### src/rtl/ro_sequencer_if.sv
// Control/status bundle between top-level control, the RO sequencer and the flow/pressure monitor.
interface ro_sequencer_if;
    logic       start;
    logic       stop;
    logic       clr_fault;
    logic [7:0] psi_now;
    logic [7:0] psi_set;
    logic [7:0] run_len;
    logic       fail_in;
    logic       pump_on;
    logic       ro_en;
    logic       valve_flush;
    logic       busy;
    logic       fault;
    logic [2:0] state;
    logic [1:0] retry_cnt;

    modport master (
        output start, stop, clr_fault, psi_now, psi_set, run_len, fail_in,
        input  pump_on, ro_en, valve_flush, busy, fault, state, retry_cnt
    );

    modport slave (
        input  start, stop, clr_fault, psi_now, psi_set, run_len, fail_in,
        output pump_on, ro_en, valve_flush, busy, fault, state, retry_cnt
    );
endinterface

### src/rtl/ro_sequencer.sv
// RO stage cycle controller: pump start-up, run window, flush and fault handling.
// Optional automatic fault retry through COOL is enabled by defining RO_SEQ_AUTO_RETRY_EN.
module ro_sequencer #(
    parameter int PRESS_CYC = 16,
    parameter int FLUSH_CYC = 8,
    parameter int COOL_CYC  = 32,
    parameter int MAX_RETRY = 3
) (
    input  logic          clk,
    input  logic          rst,
    ro_sequencer_if.slave bus
);
    typedef enum logic [2:0] {
        IDLE  = 3'd0,
        PRESS = 3'd1,
        RUN   = 3'd2,
        FLUSH = 3'd3,
        FAULT = 3'd4,
        COOL  = 3'd5
    } state_t;

    localparam logic [7:0] PRESS_LAST = 8'(PRESS_CYC - 1);
    localparam logic [7:0] FLUSH_LAST = 8'(FLUSH_CYC - 1);

    if (PRESS_CYC < 1 || PRESS_CYC > 255) begin : g_bad_press
        $error("PRESS_CYC out of range");
    end
    if (FLUSH_CYC < 2 || FLUSH_CYC > 255) begin : g_bad_flush
        $error("FLUSH_CYC out of range");
    end
    if (COOL_CYC < 1 || COOL_CYC > 255) begin : g_bad_cool
        $error("COOL_CYC out of range");
    end
    if (MAX_RETRY < 0 || MAX_RETRY > 3) begin : g_bad_retry
        $error("MAX_RETRY out of range");
    end

`ifdef RO_SEQ_AUTO_RETRY_EN
    localparam logic [7:0] COOL_LAST = 8'(COOL_CYC - 1);
    localparam logic [1:0] MAX_RC    = 2'(MAX_RETRY);
`endif

    state_t     state;
    logic [7:0] tmr;
    logic [7:0] len_q;
    logic [1:0] retry_cnt;
    logic       run_done;  // FLUSH was entered from a RUN that timed out normally

    always_ff @(posedge clk or posedge rst) begin
        if (rst) begin
            state     <= IDLE;
            tmr       <= '0;
            len_q     <= 8'd1;
            retry_cnt <= '0;
            run_done  <= 1'b0;
        end else begin
            if (tmr != 8'hFF) tmr <= tmr + 8'd1;
            case (state)
                IDLE: begin
                    if (bus.start && !bus.stop) begin
                        state <= PRESS;
                        tmr   <= '0;
                    end
                end
                PRESS: begin
                    if (bus.stop) begin
                        state    <= FLUSH;
                        tmr      <= '0;
                        run_done <= 1'b0;
                    end else if (bus.psi_now >= bus.psi_set) begin
                        state <= RUN;
                        tmr   <= '0;
                        len_q <= (bus.run_len == 8'd0) ? 8'd1 : bus.run_len;
                    end else if (tmr == PRESS_LAST) begin
                        state <= FAULT;
                        tmr   <= '0;
                    end
                end
                RUN: begin
                    // fail_in is stale here; it is only judged at the end of FLUSH
                    if (bus.stop) begin
                        state    <= FLUSH;
                        tmr      <= '0;
                        run_done <= 1'b0;
                    end else if (tmr == len_q - 8'd1) begin
                        state    <= FLUSH;
                        tmr      <= '0;
                        run_done <= 1'b1;
                    end
                end
                FLUSH: begin
                    if (tmr == FLUSH_LAST) begin
                        tmr <= '0;
                        if (bus.fail_in) begin
                            state <= FAULT;
                        end else begin
                            state <= IDLE;
                            if (run_done) retry_cnt <= '0;
                        end
                    end
                end
                FAULT: begin
                    if (bus.clr_fault) begin
                        state     <= IDLE;
                        tmr       <= '0;
                        retry_cnt <= '0;
                    end
`ifdef RO_SEQ_AUTO_RETRY_EN
                    else if (retry_cnt < MAX_RC) begin
                        state <= COOL;
                        tmr   <= '0;
                    end
`endif
                end
                COOL: begin
                    if (bus.clr_fault) begin
                        state     <= IDLE;
                        tmr       <= '0;
                        retry_cnt <= '0;
                    end
`ifdef RO_SEQ_AUTO_RETRY_EN
                    else if (tmr == COOL_LAST) begin
                        state     <= PRESS;
                        tmr       <= '0;
                        retry_cnt <= retry_cnt + 2'd1;
                    end
`endif
                end
                default: begin
                    state <= IDLE;
                    tmr   <= '0;
                end
            endcase
        end
    end

    // Moore decodes of the state register, so reset clears them asynchronously
    assign bus.pump_on     = (state == PRESS) || (state == RUN);
    assign bus.ro_en       = (state == RUN);
    assign bus.valve_flush = (state == FLUSH);
    assign bus.busy        = (state != IDLE);
    assign bus.fault       = (state == FAULT) || (state == COOL);
    assign bus.state       = state;
    assign bus.retry_cnt   = retry_cnt;
endmodule

### src/flat_wrapper.sv
// flat-port wrapper written by rule: the top's interface ports become plain ports
module ro_sequencer_flat 
#(
    parameter int PRESS_CYC = 16,
    parameter int FLUSH_CYC = 8,
    parameter int COOL_CYC  = 32,
    parameter int MAX_RETRY = 3
)
  (clk, rst, bus_start, bus_stop, bus_clr_fault, bus_psi_now, bus_psi_set, bus_run_len, bus_fail_in, bus_pump_on, bus_ro_en, bus_valve_flush, bus_busy, bus_fault, bus_state, bus_retry_cnt);
  ro_sequencer_if bus_i ();
  input  logic clk;
  input  logic rst;
  input wire logic [$bits(bus_i.start)-1:0] bus_start;
  input wire logic [$bits(bus_i.stop)-1:0] bus_stop;
  input wire logic [$bits(bus_i.clr_fault)-1:0] bus_clr_fault;
  input wire logic [$bits(bus_i.psi_now)-1:0] bus_psi_now;
  input wire logic [$bits(bus_i.psi_set)-1:0] bus_psi_set;
  input wire logic [$bits(bus_i.run_len)-1:0] bus_run_len;
  input wire logic [$bits(bus_i.fail_in)-1:0] bus_fail_in;
  output wire logic [$bits(bus_i.pump_on)-1:0] bus_pump_on;
  output wire logic [$bits(bus_i.ro_en)-1:0] bus_ro_en;
  output wire logic [$bits(bus_i.valve_flush)-1:0] bus_valve_flush;
  output wire logic [$bits(bus_i.busy)-1:0] bus_busy;
  output wire logic [$bits(bus_i.fault)-1:0] bus_fault;
  output wire logic [$bits(bus_i.state)-1:0] bus_state;
  output wire logic [$bits(bus_i.retry_cnt)-1:0] bus_retry_cnt;
  assign bus_i.start = bus_start;
  assign bus_i.stop = bus_stop;
  assign bus_i.clr_fault = bus_clr_fault;
  assign bus_i.psi_now = bus_psi_now;
  assign bus_i.psi_set = bus_psi_set;
  assign bus_i.run_len = bus_run_len;
  assign bus_i.fail_in = bus_fail_in;
  assign bus_pump_on = bus_i.pump_on;
  assign bus_ro_en = bus_i.ro_en;
  assign bus_valve_flush = bus_i.valve_flush;
  assign bus_busy = bus_i.busy;
  assign bus_fault = bus_i.fault;
  assign bus_state = bus_i.state;
  assign bus_retry_cnt = bus_i.retry_cnt;
  ro_sequencer #(.PRESS_CYC(PRESS_CYC), .FLUSH_CYC(FLUSH_CYC), .COOL_CYC(COOL_CYC), .MAX_RETRY(MAX_RETRY)) u_core (.clk(clk), .rst(rst), .bus(bus_i));
endmodule
### config.mk
export PLATFORM = sky130hd
export DESIGN_NAME = ro_sequencer_flat
export DESIGN_NICKNAME = d
export VERILOG_FILES = /design/src/rtl/ro_sequencer_if.sv /design/src/rtl/ro_sequencer.sv /design/src/flat_wrapper.sv
export SDC_FILE = /design/constraint.sdc
export NUM_CORES = 1
export LEC_CHECK = 0
export ABC_AREA = 1
export ABC_CLOCK_PERIOD_IN_PS = 1850
export BUFFER_PORTS_ARGS = -buffer_cell sky130_fd_sc_hd__clkbuf_2
export CAP_MARGIN = 10
export CORE_UTILIZATION = 48
export DETAILED_ROUTE_END_ITERATION = 16
export GPL_ROUTABILITY_DRIVEN = 0
export PLACE_DENSITY = 0.81
export SYNTH_ARGS = -nofsm -noshare
export SYNTH_HDL_FRONTEND = slang
export SYNTH_SLANG_ARGS = --single-unit
### constraint.sdc
create_clock -name clk -period 1.85 [get_ports clk]
set_clock_uncertainty 0.15 [all_clocks]
set_input_delay 0.555 -clock clk [delete_from_list [all_inputs] [get_ports clk]]
set_output_delay 0.555 -clock clk [all_outputs]
set_load 0.03 [all_outputs]
# Word-level counts from Yosys, hierarchy flattened

Cells that the tools add are included.

Register bits after elaboration: 22
Output and inout port bits: 10
Logic and storage cells: 70

Add/sub/neg operators: 2
Magnitude comparators: 1
Eq/ne operators: 17
Mux-type cells: 30
Bitwise logic cells: 1
Reductions and logical operators: 14

Operators with widths:

| kind                                                               | number |
|---|---|
| 8-bit 2-to-1 mux                                                   | 10 |
| 8-bit one-hot mux with 5 select lines                              | 1 |
| 3-bit 2-to-1 mux                                                   | 9 |
| 3-bit one-hot mux with 5 select lines                              | 1 |
| 5-bit AND reduction                                                | 2 |
| 8-bit by 1-bit adder with 8-bit output, second input constant      | 1 |
| 8-bit by 3-bit == test with 1-bit output, second input constant    | 1 |
| 8-bit by 4-bit == test with 1-bit output, second input constant    | 1 |
| 8-bit == test                                                      | 1 |
| 8-bit greater-or-equal comparator                                  | 1 |
| 8-bit logical NOT                                                  | 1 |
| 2-bit 2-to-1 mux                                                   | 4 |
| 2-bit by 1-bit != test with 1-bit output, second input constant    | 4 |
| 8-bit != test, second input constant                               | 1 |
| 8-bit by 1-bit subtractor with 8-bit output, second input constant | 1 |
| 3-bit by 2-bit == test with 1-bit output, second input constant    | 2 |
| 3-bit == test, second input constant                               | 2 |
| 3-bit AND reduction                                                | 2 |
| 2-bit != test, second input constant                               | 2 |
| 4-bit by 2-bit != test with 1-bit output, second input constant    | 1 |
| 2-bit one-hot mux with 2 select lines                              | 1 |
| 2-bit nonzero test                                                 | 2 |
| 3-bit by 1-bit == test with 1-bit output, second input constant    | 1 |
| 3-bit logical NOT                                                  | 1 |
| 9 further kinds                                                    | 12 |

# Depth between registers and ports, before layout

Gate-level depths: netlist of the first run.

Depth in word-level cells: 6
Gate-level depth with buffers: 14
Mapped depth without buffers: 14

# Worst setup path after synthesis of the first run

No wires, ideal clock.

Path type: register to output
Start: register u_core.state[1], in the netlist u_core.bus.state[1]
End: output bus_pump_on
Arrival: 1.768 ns
Slack: -0.623 ns
Cell stages (with the launch flop): 5
Cells stage by stage: dfrtp_1 -> inv_1 -> nor3_1 -> inv_1 -> nand2_1

Longest elaborated chain between the ends: 2

RTL lines:

| what                                     | RTL line            | source |
|---|---|---|
| start, declared                          | ro_sequencer.sv:43  | `state_t state;` |
| start signal, assigned                   | ro_sequencer.sv:51  | `state <= IDLE;` |
| start signal, assigned                   | ro_sequencer.sv:61  | `state <= PRESS;` |
| start signal, assigned                   | ro_sequencer.sv:67  | `state <= FLUSH;` |
| 3-bit by 2-bit == test with 1-bit output | n/a                 |  |
| net bus_ro_en                            | flat_wrapper.sv:21  | `output wire logic [$bits(bus_i.ro_en)-1:0] bus_ro_en;` |
| 1-bit logical OR                         | ro_sequencer.sv:138 | `assign bus.pump_on = (state == PRESS) \|\| (state == RUN);` |
| end, declared                            | flat_wrapper.sv:20  | `output wire logic [$bits(bus_i.pump_on)-1:0] bus_pump_on;` |

The timed path passes the listed nets, and every way through them passes these cells.

# Final worst setup path of the first run

Start: register u_core.state[2], in the netlist u_core.bus.state[2]
End: output bus_busy

Longest elaborated chain between the ends: 1

RTL lines:

| what               | RTL line            | source |
|---|---|---|
| 3-bit nonzero test | ro_sequencer.sv:141 | `assign bus.busy = (state != IDLE);` |
| end, declared      | flat_wrapper.sv:23  | `output wire logic [$bits(bus_i.busy)-1:0] bus_busy;` |

Every way passes these cells.

==> reports/summary.log, run 1 <==
qor: cts.numClockSinks 19
qor: critical_path.r2r_setup_slack -60 ps
qor: floorplan.die_width 59.8 um
qor: floorplan.die_area 3580 um^2
qor: floorplan.coreArea 3100 um^2
qor: floorplan.floorplan.rows 20
qor: critical_path.critical-path-max-stage-delay 480 ps
qor: critical_path.type_of_element_launching_the_critical_path register
qor: synth.yosys.cell_count.top_type nand2_1
qor: cts.clock_latency 300 ps
qor: cts.root_buffer clkbuf_4
qor: global_route.grt_max_degree 20
qor: sta.worst_hold_slack 91.8 ps
qor: synth.synth-simple-area-share 33.4%
qor: floorplan.starting_density 51.7%
qor: synth.synth.largest_area_cell dfrtp_1
qor: cts.clock_tree.buffer_depth 2
qor: final_layout.synthesis_to_layout_area_growth 35.1%
qor: place.minimum_setup_slack_after_placement -209 ps
qor: synth.syn_inst 242
qor: sta.fmaxAchievable 0.500 GHz
qor: flow_run.cap_violations 0
qor: critical_path.criticalPathCategory register to primary output
qor: power_and_ir_drop.cellLeakagePower 1.15 nW
qor: global_route.grtUsageTotal 22.3%
qor: detailed_routing.final_antenna_net_count 0
qor: sta.rsz0062_at_grt yes
qor: status.failed_checks negative setup slack
qor: cts.tritoncts done
qor: place.dp.final_hpwl 2840 um
qor: sta.final_hold_viol_count 0
qor: final_layout.layout-drive-gt1-share 35.0%
qor: critical_path.critical_path.reg2reg.startpoint u_core.len_q[0]$_DFFE_PP1P_
qor: final_layout.n_antenna_cell 0
qor: critical_path.critical_path_arrival 1300 ps
qor: critical_path.critical_path_buf_inv_count 3
qor: sta.timing.final.crit_period 2000 ps
qor: synth.post_synth.cell_area_avg 6.63 um^2
qor: global_route.grt_first_pass_wirelength 6000 um
qor: detailed_routing.via_density_per_instance 4.87
qor: synth.ys.flop_type dfrtp_1
qor: synth.synth_enable_flop_cells 0
qor: final_layout.fin_util 69.9%
qor: final_layout.final-seq-area 480 um^2
qor: critical_path.crit_required 1140 ps
qor: detailed_routing.route.detailed.drc 0
qor: synth.synth_seq_cells 19
qor: sta.final.period_utilization 108%
qor: place.placement.io_buffers 37
qor: sta.final.setup.tns -936 ps
qor: critical_path.worst_r2r_path_depth 14
qor: final_layout.layout.cells.non_filler 338
qor: synth.synth_cell_types 33
qor: synth.synth_fa_ha_area_share 7.79%
qor: cts.cts_hold_repair.buffers 0
qor: power_and_ir_drop.power_density_over_the_cells 1330 nW/um^2
qor: final_layout.fin_nets 335
qor: synth.async_set_reset_flop_share_out_of_synthesis 100%
qor: synth.yosysWarnings 0
qor: global_route.global_route.peak_usage_layer met2
qor: cts.h-tree-depth 1
qor: global_route.grt.met1_usage 25.2%
qor: critical_path.critical-path-top-delay-family flip-flops
qor: critical_path.critPathSlowestCell dfrtp_2
qor: synth.synth.area.mux_share 0.624%
qor: synth.yosys.area_share.xor_xnor 4.36%
qor: detailed_routing.vias 1,645
qor: status.result_of_the_run complete, but fails checks
qor: synth.netlist_top_cells_count nand2_1, inv_1, nor2_1
qor: sta.final-max-slew-violation-count 0
qor: global_route.globalRouteOverflowTotal 0
qor: critical_path.cp-end-kind primary output
qor: critical_path.critical_path.max_fanout 4
qor: global_route.initial_antenna_violation_count 0
qor: sta.final_setup_violation_count 16
qor: synth.synth.cell_area 1610 um^2
qor: detailed_routing.wl_per_cell 10.9 um
qor: synth.largest_family_of_logic_cells_by_synthesized_area simple AND/OR/NAND/NOR gates
qor: detailed_routing.dr.first_iter.drc_count 76
qor: critical_path.regToRegEndpoint u_core.bus.state[1]$_DFFE_PP0P_
qor: worst_hold_path.worst_hold_path_class input port to async pin
qor: global_route.vias_in_the_first_global_route 1,498
qor: detailed_routing.drt_pre_antenna_iters 4
qor: global_route.met3_usage_grt 3.68%
qor: critical_path.worstPathCellList nor2_4 -> inv_2 -> nor2_4 -> inv_2 -> buf_8
qor: floorplan.die-height 59.8 um
qor: final_layout.fillCellCount 271
qor: floorplan.top_level_ports 40
qor: detailed_routing.totalWireLength 3700 um
qor: sta.finalWorstSetupSlack -152 ps
qor: final_layout.multiInputGateArea 1050 um^2
qor: cts.path_clk_slew 110 ps
qor: synth.synth_top_area_share 28.1%
qor: power_and_ir_drop.power.ir.vdd_worst 1340 uV
qor: place.placedCellCount 329
qor: cts.tritoncts.num_buffers 3
qor: synth.synth_compound_gate_area_share 11.1%
qor: global_route.grt_util_met2 42.1%
qor: synth.netlist_top_cells_area dfrtp_1, nand2_1, inv_1
qor: synth.synth_sequential_area_ratio 29.7%
-- how the worst max path moves through the flow --
stage	slack, ps	from	cells past startpoint	to
after global routing	-210	u_core.bus.state[2]$_DFFE_PP0P_	5	bus_busy
after floorplan	0.6	u_core.bus.state[1]$_DFFE_PP0P_	4	bus_pump_on
after global placement	-190	bus_psi_set[1]	14	u_core.bus.state[1]$_DFFE_PP0P_
after CTS	-120	u_core.bus.state[2]$_DFFE_PP0P_	5	bus_busy
final	-150	u_core.bus.state[2]$_DFFE_PP0P_	5	bus_busy
after detailed placement	-210	bus_psi_set[5]	11	u_core.bus.state[1]$_DFFE_PP0P_
-- power by group --
part	internal (mW)	total [mW]	leakage (nW)	switching, mW
clock	0.0839	0.207	0.0150	0.123
combinational	0.834	1.92	0.898	1.09
sequential	0.564	0.749	0.240	0.185
-- per-stage QoR --
| stage | cell area, um^2 | power [mW] |
|---|---|---|
| final | 2170 | 2.88 |
| after floorplan | 1670 | 1.86 |
| after global placement | 1960 | 2.23 |
| after CTS | 2050 | 2.63 |
| after global routing | 2170 | 3.11 |
| after detailed placement | 1960 | 2.25 |
-- flip-flops by register name (all words and copies together), names as in the netlist --
signal	cells
u_core.tmr	8
u_core.len_q	8
u_core.bus.state	3
-- layer usage --
metal  wire, um  vias up
li1           -      862
met1       1610      747
met4         30        0
met3        132        2
met5          0        -
met2       1930       34
-- what timing repair did --
| action | CTS | global route |
|---|---|---|
| pin swaps | 3 | 6 |
| cloned | 0 | 1 |
| endpoints found under the setup margin | 15 | 19 |
| setup buffers | 1 | 3 |
| gates resized for setup | 18 | 23 |
-- worst min-delay path: cells and delay by family --
kind	cells	cell delay (ps)
buffers and inverters	3	380
-- cell type report --
cell class / count / area share [%]
tap: 44 / 2.54
timing repair buffer: 54 / 18.5
inverter: 42 / 7.39
sequential: 19 / 22.2
clock buffer: 4 / 1.21
multi-input combinational: 175 / 48.2
-- layout by cell type (no fill, tap or decap), drive strengths merged, types with 2 or more instances in the layout --
cell | synthesis | routed
nand2 | 70 | 70
inv | 42 | 42
a21boi | 2 | 2
nand3 | 17 | 17
buf | 5 | 20
o21ai | 12 | 12
xor2 | 5 | 5
a21oi | 12 | 12
conb | 1 | 2
xnor2 | 3 | 3
nand4 | 5 | 5
clkbuf | 2 | 38
ha | 10 | 10
dfrtp | 18 | 18
nor2 | 28 | 28
-- cells by family (layout without fill, tap and decap cells) --
family          after synthesis  after routing
fa+ha+maj                    10             10
flops                        19             19
simple gates                123            123
other cells                   1              2
mux                           1              1
buf+inv                      49            100
xor+xnor                      8              8
compound gates               31             31
Note: power is estimated with default switching activity, not from simulation.
==> run 2: changes to the inputs <==
- CORE_ASPECT_RATIO: default -> 0.5
==> reports/summary.log, run 2 (synthesis results as in run 1) <==
qor: status.result_of_the_run complete, but fails checks
qor: status.failed_checks negative setup slack
qor: place.minimum_setup_slack_after_placement -216 ps [-6.40 ps]
qor: final_layout.final_common_cell nand2_1
qor: cts.h-tree-depth 1 [unchanged]
qor: sta.finalWorstSetupSlack -125 ps [+27.0 ps]
qor: cts.tritoncts.num_buffers 3 [unchanged]
qor: sta.final-max-slew-violation-count 0 [unchanged]
qor: final_layout.reg.largest.list u_core.len_q (8), u_core.tmr (8), u_core.bus.state (3)
qor: global_route.vias_in_the_first_global_route 1,659 [+11%]
qor: detailed_routing.totalWireLength 4420 um [+19%]
qor: cts.tritoncts done
qor: global_route.grt_first_pass_wirelength 6850 um [+14%]
qor: critical_path.critical-path-max-stage-delay 390 ps [-90 ps]
qor: final_layout.fillCellCount 232 [-14%]
qor: worst_hold_path.worst_hold_path_class input port to async pin
qor: final_layout.fin_nets 338 [+0.90%]
qor: final_layout.final-seq-area 480 um^2 [unchanged]
qor: detailed_routing.drt_pre_antenna_iters 5 [+1]
qor: final_layout.fin_util 70.6% [+0.74 points]
qor: global_route.grtUsageTotal 24.1% [+1.9 points]
qor: power_and_ir_drop.power_density_over_the_cells 1370 nW/um^2 [+3.1%]
qor: floorplan.die_width 83.8 um [+40%]
qor: detailed_routing.vias 1,780 [+8.2%]
qor: detailed_routing.dr.first_iter.drc_count 249 [+230%]
qor: detailed_routing.via_density_per_instance 5.28 [+8.5%]
qor: power_and_ir_drop.power.ir.vdd_worst 1200 uV [-11%]
qor: critical_path.type_of_element_launching_the_critical_path register
qor: sta.final_hold_viol_count 0 [unchanged]
qor: detailed_routing.wl_per_cell 13.1 um [+20%]
qor: critical_path.critPathSlowestCell dfrtp_1
qor: place.placement.io_buffers 37 [unchanged]
qor: critical_path.cp-end-kind register
qor: cts.path_clk_slew 70 ps [-40 ps]
qor: floorplan.die_area 3590 um^2 [+0.39%]
qor: final_layout.layout-drive-gt1-share 35.0% [about the same]
qor: critical_path.crit_required 1880 ps [+740 ps]
qor: detailed_routing.final_antenna_net_count 0 [unchanged]
qor: sta.final.period_utilization 107% [-1.5 points]
qor: floorplan.starting_density 52.1% [+0.34 points]
qor: critical_path.worstPathCellList ha_1 -> nand2_1 -> inv_1 -> nand4_1 -> nor2_2 -> inv_1 -> o21ai_0 -> a21boi_2
qor: critical_path.critPathMostFrequentCell inv_1
qor: cts.clock_tree.buffer_depth 2 [unchanged]
qor: critical_path.critical_path.max_fanout 4 [unchanged]
qor: sta.timing.final.crit_period 1970 ps [-27.0 ps]
qor: floorplan.coreArea 3080 um^2 [-0.65%]
qor: cts.root_buffer clkbuf_8
qor: sta.final_setup_violation_count 6 [-10]
qor: final_layout.n_antenna_cell 0 [unchanged]
qor: global_route.grt_max_degree 20 [unchanged]
qor: final_layout.synthesis_to_layout_area_growth 35.6%
qor: cts.numClockSinks 19 [unchanged]
qor: global_route.globalRouteOverflowTotal 0 [unchanged]
qor: cts.cts_hold_repair.buffers 0 [unchanged]
qor: power_and_ir_drop.cellLeakagePower 1.17 nW [+1.4%]
qor: sta.rsz0062_at_grt yes
qor: detailed_routing.route.detailed.drc 0 [unchanged]
qor: place.dp.final_hpwl 3080 um [+8.3%]
qor: flow_run.cap_violations 0 [unchanged]
qor: sta.fmaxAchievable 0.506 GHz [+1.4%]
qor: cts.clock_latency 260 ps [-40 ps]
qor: final_layout.final_cell_mix nand2_1, clkbuf_2, inv_1
qor: floorplan.top_level_ports 40 [unchanged]
qor: critical_path.critical_path_arrival 2000 ps [+700 ps]
qor: global_route.initial_antenna_violation_count 0 [unchanged]
qor: floorplan.die-height 42.9 um [-28%]
qor: final_layout.multiInputGateArea 1040 um^2 [-0.72%]
qor: floorplan.floorplan.rows 14 [-30%]
qor: critical_path.criticalPathCategory register to register
run 2: path summary, 6_finish.rpt:
kind	start	end	slack (ps)	depth (start not counted)
min in group clk	u_core.len_q[7]$_DFFE_PP0P_	u_core.len_q[7]$_DFFE_PP0P_	360	2
setup / recovery	u_core.tmr[1]$_DFF_PP0_	u_core.tmr[3]$_DFF_PP0_	-120	8
max in group asynchronous	rst	u_core.len_q[0]$_DFFE_PP1P_	1140	3
hold reg to reg	u_core.len_q[7]$_DFFE_PP0P_	u_core.len_q[7]$_DFFE_PP0P_	360	2
setup reg to reg	u_core.tmr[1]$_DFF_PP0_	u_core.tmr[3]$_DFF_PP0_	-120	8
hold / removal	rst	u_core.tmr[7]$_DFF_PP0_	150	3
run 2: power by group:
part           internal (mW)  switching (mW)  total, mW
Sequential             0.565           0.182      0.747
Clock                  0.150           0.145      0.295
Combinational          0.828            1.11       1.94
Total                   1.54            1.44       2.98
run 2: layer usage:
layer	global-route usage, %	up-vias	wire length (um)
li1	-	870	-
met1	29.8	808	1820
met2	43.7	84	2160
met3	4.09	18	327
met4	7.80	0	113
met5	0	-	0
run 2: cell type report:
cell class / count / area share (%)
Clock inverter: 1 / 0.230
Tap cell: 40 / 2.30
Inverter: 42 / 7.24
Timing Repair Buffer: 57 / 18.6
Sequential cell: 19 / 22.1
Multi-Input combinational cell: 175 / 47.7
Clock buffer: 3 / 1.90
run 2: metrics by stage:
| stage | hold slack, ps | instances | power (mW) | cell area [um^2] | setup TNS [ps] |
|---|---|---|---|---|---|
| final | 148 | 337 | 2.98 | 2180 | -345 |
| after global routing | 180 | 337 | 3.22 | 2180 | -1650 |
| after CTS | 140 | 332 | 2.73 | 2090 | -276 |
| after detailed placement | 341 | 326 | 2.26 | 1960 | -2210 |
| after global placement | 330 | 326 | 2.21 | 1960 | -1500 |
| after floorplan | 312 | 243 | 1.86 | 1670 | 0 |
run 2: repair_timing:
action                                  CTS  global route
setup buffers                             2             5
pin swaps                                11            11
endpoints found under the setup margin   15            18
resized for setup                        20            21
run 2: critical path, delay by kind of cell, from the launching register on:
| kind | cells | cell delay (ps) |
|---|---|---|
| AND/OR/NAND/NOR | 3 | 480 |
| AO/OA/AOI/OAI | 2 | 430 |
| flip-flops | 1 | 390 |
| buffers and inverters | 2 | 250 |
| adder cells (fa/ha/maj) | 1 | 190 |
==> run 3: changes to the inputs <==
==> constraint.sdc (replaced) <==
create_clock -name clk -period 1.85 [get_ports clk]
set_clock_uncertainty 0.15 [all_clocks]
set_input_delay 0.185 -clock clk [delete_from_list [all_inputs] [get_ports clk]]
set_output_delay 0.185 -clock clk [all_outputs]
set_load 0.03 [all_outputs]
==> reports/summary.log, run 3 (synthesis results as in run 1) <==
qor: critical_path.critical_path.max_fanout 5 [+1]
qor: floorplan.top_level_ports 40 [unchanged]
qor: status.failed_checks negative setup slack
qor: power_and_ir_drop.design_power_total 2.78 mW [-6.5%]
qor: cts.tritoncts.num_buffers 3 [unchanged]
qor: cts.h-tree-depth 1 [unchanged]
qor: sta.final.setup.tns -142 ps [+203 ps]
qor: critical_path.critical_path_arrival 1930 ps [-70 ps]
qor: critical_path.critical_path_buf_inv_count 3 [+1]
qor: sta.final_setup_violation_count 8 [+2]
qor: final_layout.layout-drive-gt1-share 30.3% [-4.7 points]
qor: place.placedCellCount 322 [-1.2%]
qor: global_route.globalRouteOverflowTotal 0 [unchanged]
qor: sta.timing.final.crit_period 1890 ps [-88.0 ps]
qor: critical_path.criticalPathCategory register to register
qor: cts.root_buffer clkbuf_8
qor: cts.clock_latency 260 ps [about the same]
qor: floorplan.die_area 3590 um^2 [unchanged]
qor: floorplan.coreArea 3080 um^2 [unchanged]
qor: status.result_of_the_run complete, but fails checks
qor: critical_path.cp-end-kind register
qor: sta.final_hold_viol_count 0 [unchanged]
qor: sta.relSlewSlack 49.5%
qor: cts.clock_tree.buffer_depth 2 [unchanged]
qor: sta.final.period_utilization 102% [-4.8 points]
qor: sta.worst_hold_slack 25.5 ps [-122 ps]
qor: floorplan.die_width 83.8 um [unchanged]
qor: critical_path.crit_required 1890 ps [about the same]
qor: floorplan.starting_density 52.1% [unchanged]
qor: detailed_routing.wl_per_cell 12.6 um [-3.8%]
qor: cts.tritoncts done
qor: worst_hold_path.min-delay-start bus_run_len[1]
qor: flow_run.cap_violations 0 [unchanged]
qor: critical_path.critPathSlowestCell dfstp_2
qor: cts.path_clk_slew 70 ps [about the same]
qor: final_layout.layout.cells.non_filler 330 [-2.1%]
qor: critical_path.critical_path.reg2reg.startpoint u_core.len_q[0]$_DFFE_PP1P_
qor: cts.numClockSinks 19 [unchanged]
qor: detailed_routing.totalWireLength 4160 um [-5.8%]
qor: detailed_routing.drt_pre_antenna_iters 4 [-1]
qor: final_layout.final_common_cell nand2_1
qor: place.dp.final_hpwl 3180 um [+3.4%]
qor: detailed_routing.via_density_per_instance 5.24 [-0.75%]
qor: place.placement.io_buffers 37 [unchanged]
qor: sta.finalWorstSetupSlack -36.5 ps [+88.0 ps]
qor: global_route.vias_in_the_first_global_route 1,592 [-4.0%]
qor: sta.final-max-slew-violation-count 0 [unchanged]
qor: sta.worstMarginPinSlew 757 ps
qor: final_layout.synthesis_to_layout_area_growth 28.2%
qor: final_layout.final_cell_mix nand2_1, inv_1, clkbuf_2
qor: global_route.initial_antenna_violation_count 0 [unchanged]
qor: final_layout.fin_nets 331 [-2.1%]
qor: critical_path.worstPathCellList inv_2 -> ha_4 -> inv_4 -> nand2_2 -> nand2_1 -> nand2_1 -> nand2_1 -> nand3_2 -> nor2_2 -> nand2_2 -> nand2_4 -> buf_6 -> nand3_2 -> nand2_1
qor: floorplan.floorplan.rows 14 [unchanged]
qor: critical_path.critical-path-max-stage-delay 540 ps [+150 ps]
qor: critical_path.critPathMostFrequentCell nand2_1
qor: detailed_routing.route.detailed.drc 0 [unchanged]
qor: floorplan.die-height 42.9 um [unchanged]
qor: detailed_routing.dr.first_iter.drc_count 107 [-57%]
qor: sta.fmaxAchievable 0.530 GHz [+4.7%]
qor: global_route.grt_max_degree 20 [unchanged]
qor: final_layout.n_antenna_cell 0 [unchanged]
qor: power_and_ir_drop.power.ir.vdd_worst 687 uV [-43%]
qor: power_and_ir_drop.cellLeakagePower 1.12 nW [-4.5%]
qor: final_layout.reg.largest.list u_core.len_q (8), u_core.tmr (8), u_core.bus.state (3)
qor: critical_path.critical-path-top-delay-family simple AND/OR/NAND/NOR gates
qor: worst_hold_path.worst_hold_path_class input port to register
qor: global_route.grtUsageTotal 24.0% [-0.14 points]
qor: power_and_ir_drop.power_density_over_the_cells 1350 nW/um^2 [-1.1%]
qor: global_route.grt_first_pass_wirelength 6770 um [-1.2%]
qor: detailed_routing.vias 1,730 [-2.8%]
qor: detailed_routing.final_antenna_net_count 0 [unchanged]
qor: sta.rsz0062_at_grt yes
qor: critical_path.type_of_element_launching_the_critical_path register
qor: critical_path.cp-startpoint u_core.len_q[0]$_DFFE_PP1P_
==> run 3: cell types whose count changed in the layout (fill, tap and decap cells not counted), moves of 5 or more <==
cell and delta:
a21oi_1 -6, inv_2 -9, buf_4 -7, inv_1 +8
clkbuf_2 +5, a21oi_2 +6
==> run 3: layout make-up <==
cell class              instances  area [um^2]
multi-input cells             175         1030
inverters                      42          160
clock buffers                   4         45.0
well taps                      40         50.0
flip-flops and latches         19          480
fillers                       249         1020
repair buffers                 50          297
==> run 3: worst reg2reg max path: cells and delay by family, from the launching register on <==
| kind | cells | cell delay, ps |
|---|---|---|
| and+or+nand+nor | 10 | 730 |
| buffers and inverters | 3 | 250 |
| DFF | 1 | 540 |
| adders and majority gates | 1 | 170 |
==> run 3: power breakdown <==
part | total [mW] | switching [mW] | internal (mW)
sequential | 0.764 | 0.200 | 0.564
combinational | 1.73 | 1.06 | 0.666
clock | 0.292 | 0.139 | 0.153
total | 2.78 | 1.40 | 1.38
==> run 3: through the flow <==
step	area [um^2]	util [%]	worst slack (ps)
CTS	2040	66.1	-83.7
floorplan	1630	-	-1.11
detailed placement	1890	61.4	-60.2
global placement	1890	61.4	20.6
finish	2060	66.8	-36.5
global route	2060	66.8	-122
==> run 3: worst paths after layout <==
kind                       cells after the start  slack [ps]                               to
setup / recovery                              14         -40  u_core.bus.state[1]$_DFFE_PP0P_
hold / removal                                 3          30      u_core.len_q[1]$_DFFE_PP0P_
setup reg to reg                              14         -40  u_core.bus.state[1]$_DFFE_PP0P_
hold reg to reg                                2         420      u_core.len_q[7]$_DFFE_PP0P_
max in group asynchronous                      3         590      u_core.len_q[1]$_DFFE_PP0P_
min in group asynchronous                      3         440          u_core.tmr[3]$_DFF_PP0_
==> run 3: repair_timing <==
item,4_1_cts,5_1_grt
pin swaps,7,14
setup buffers,3,2
endpoints found under the hold margin,18,0
gates resized for setup,13,18
hold buffers,1,0
cloned,1,0
setup endpoints to repair,11,14
==> run 3: metal layers <==
metal	vias to the layer above	part of all wire (%)	global-route usage, %	wire length [um]
met3	12	6.0	5.06	251
met4	0	1.6	4.41	65
met5	-	0	0	0
li1	858	-	-	-
met2	77	48	43.1	1980
met1	783	45	30.5	1860
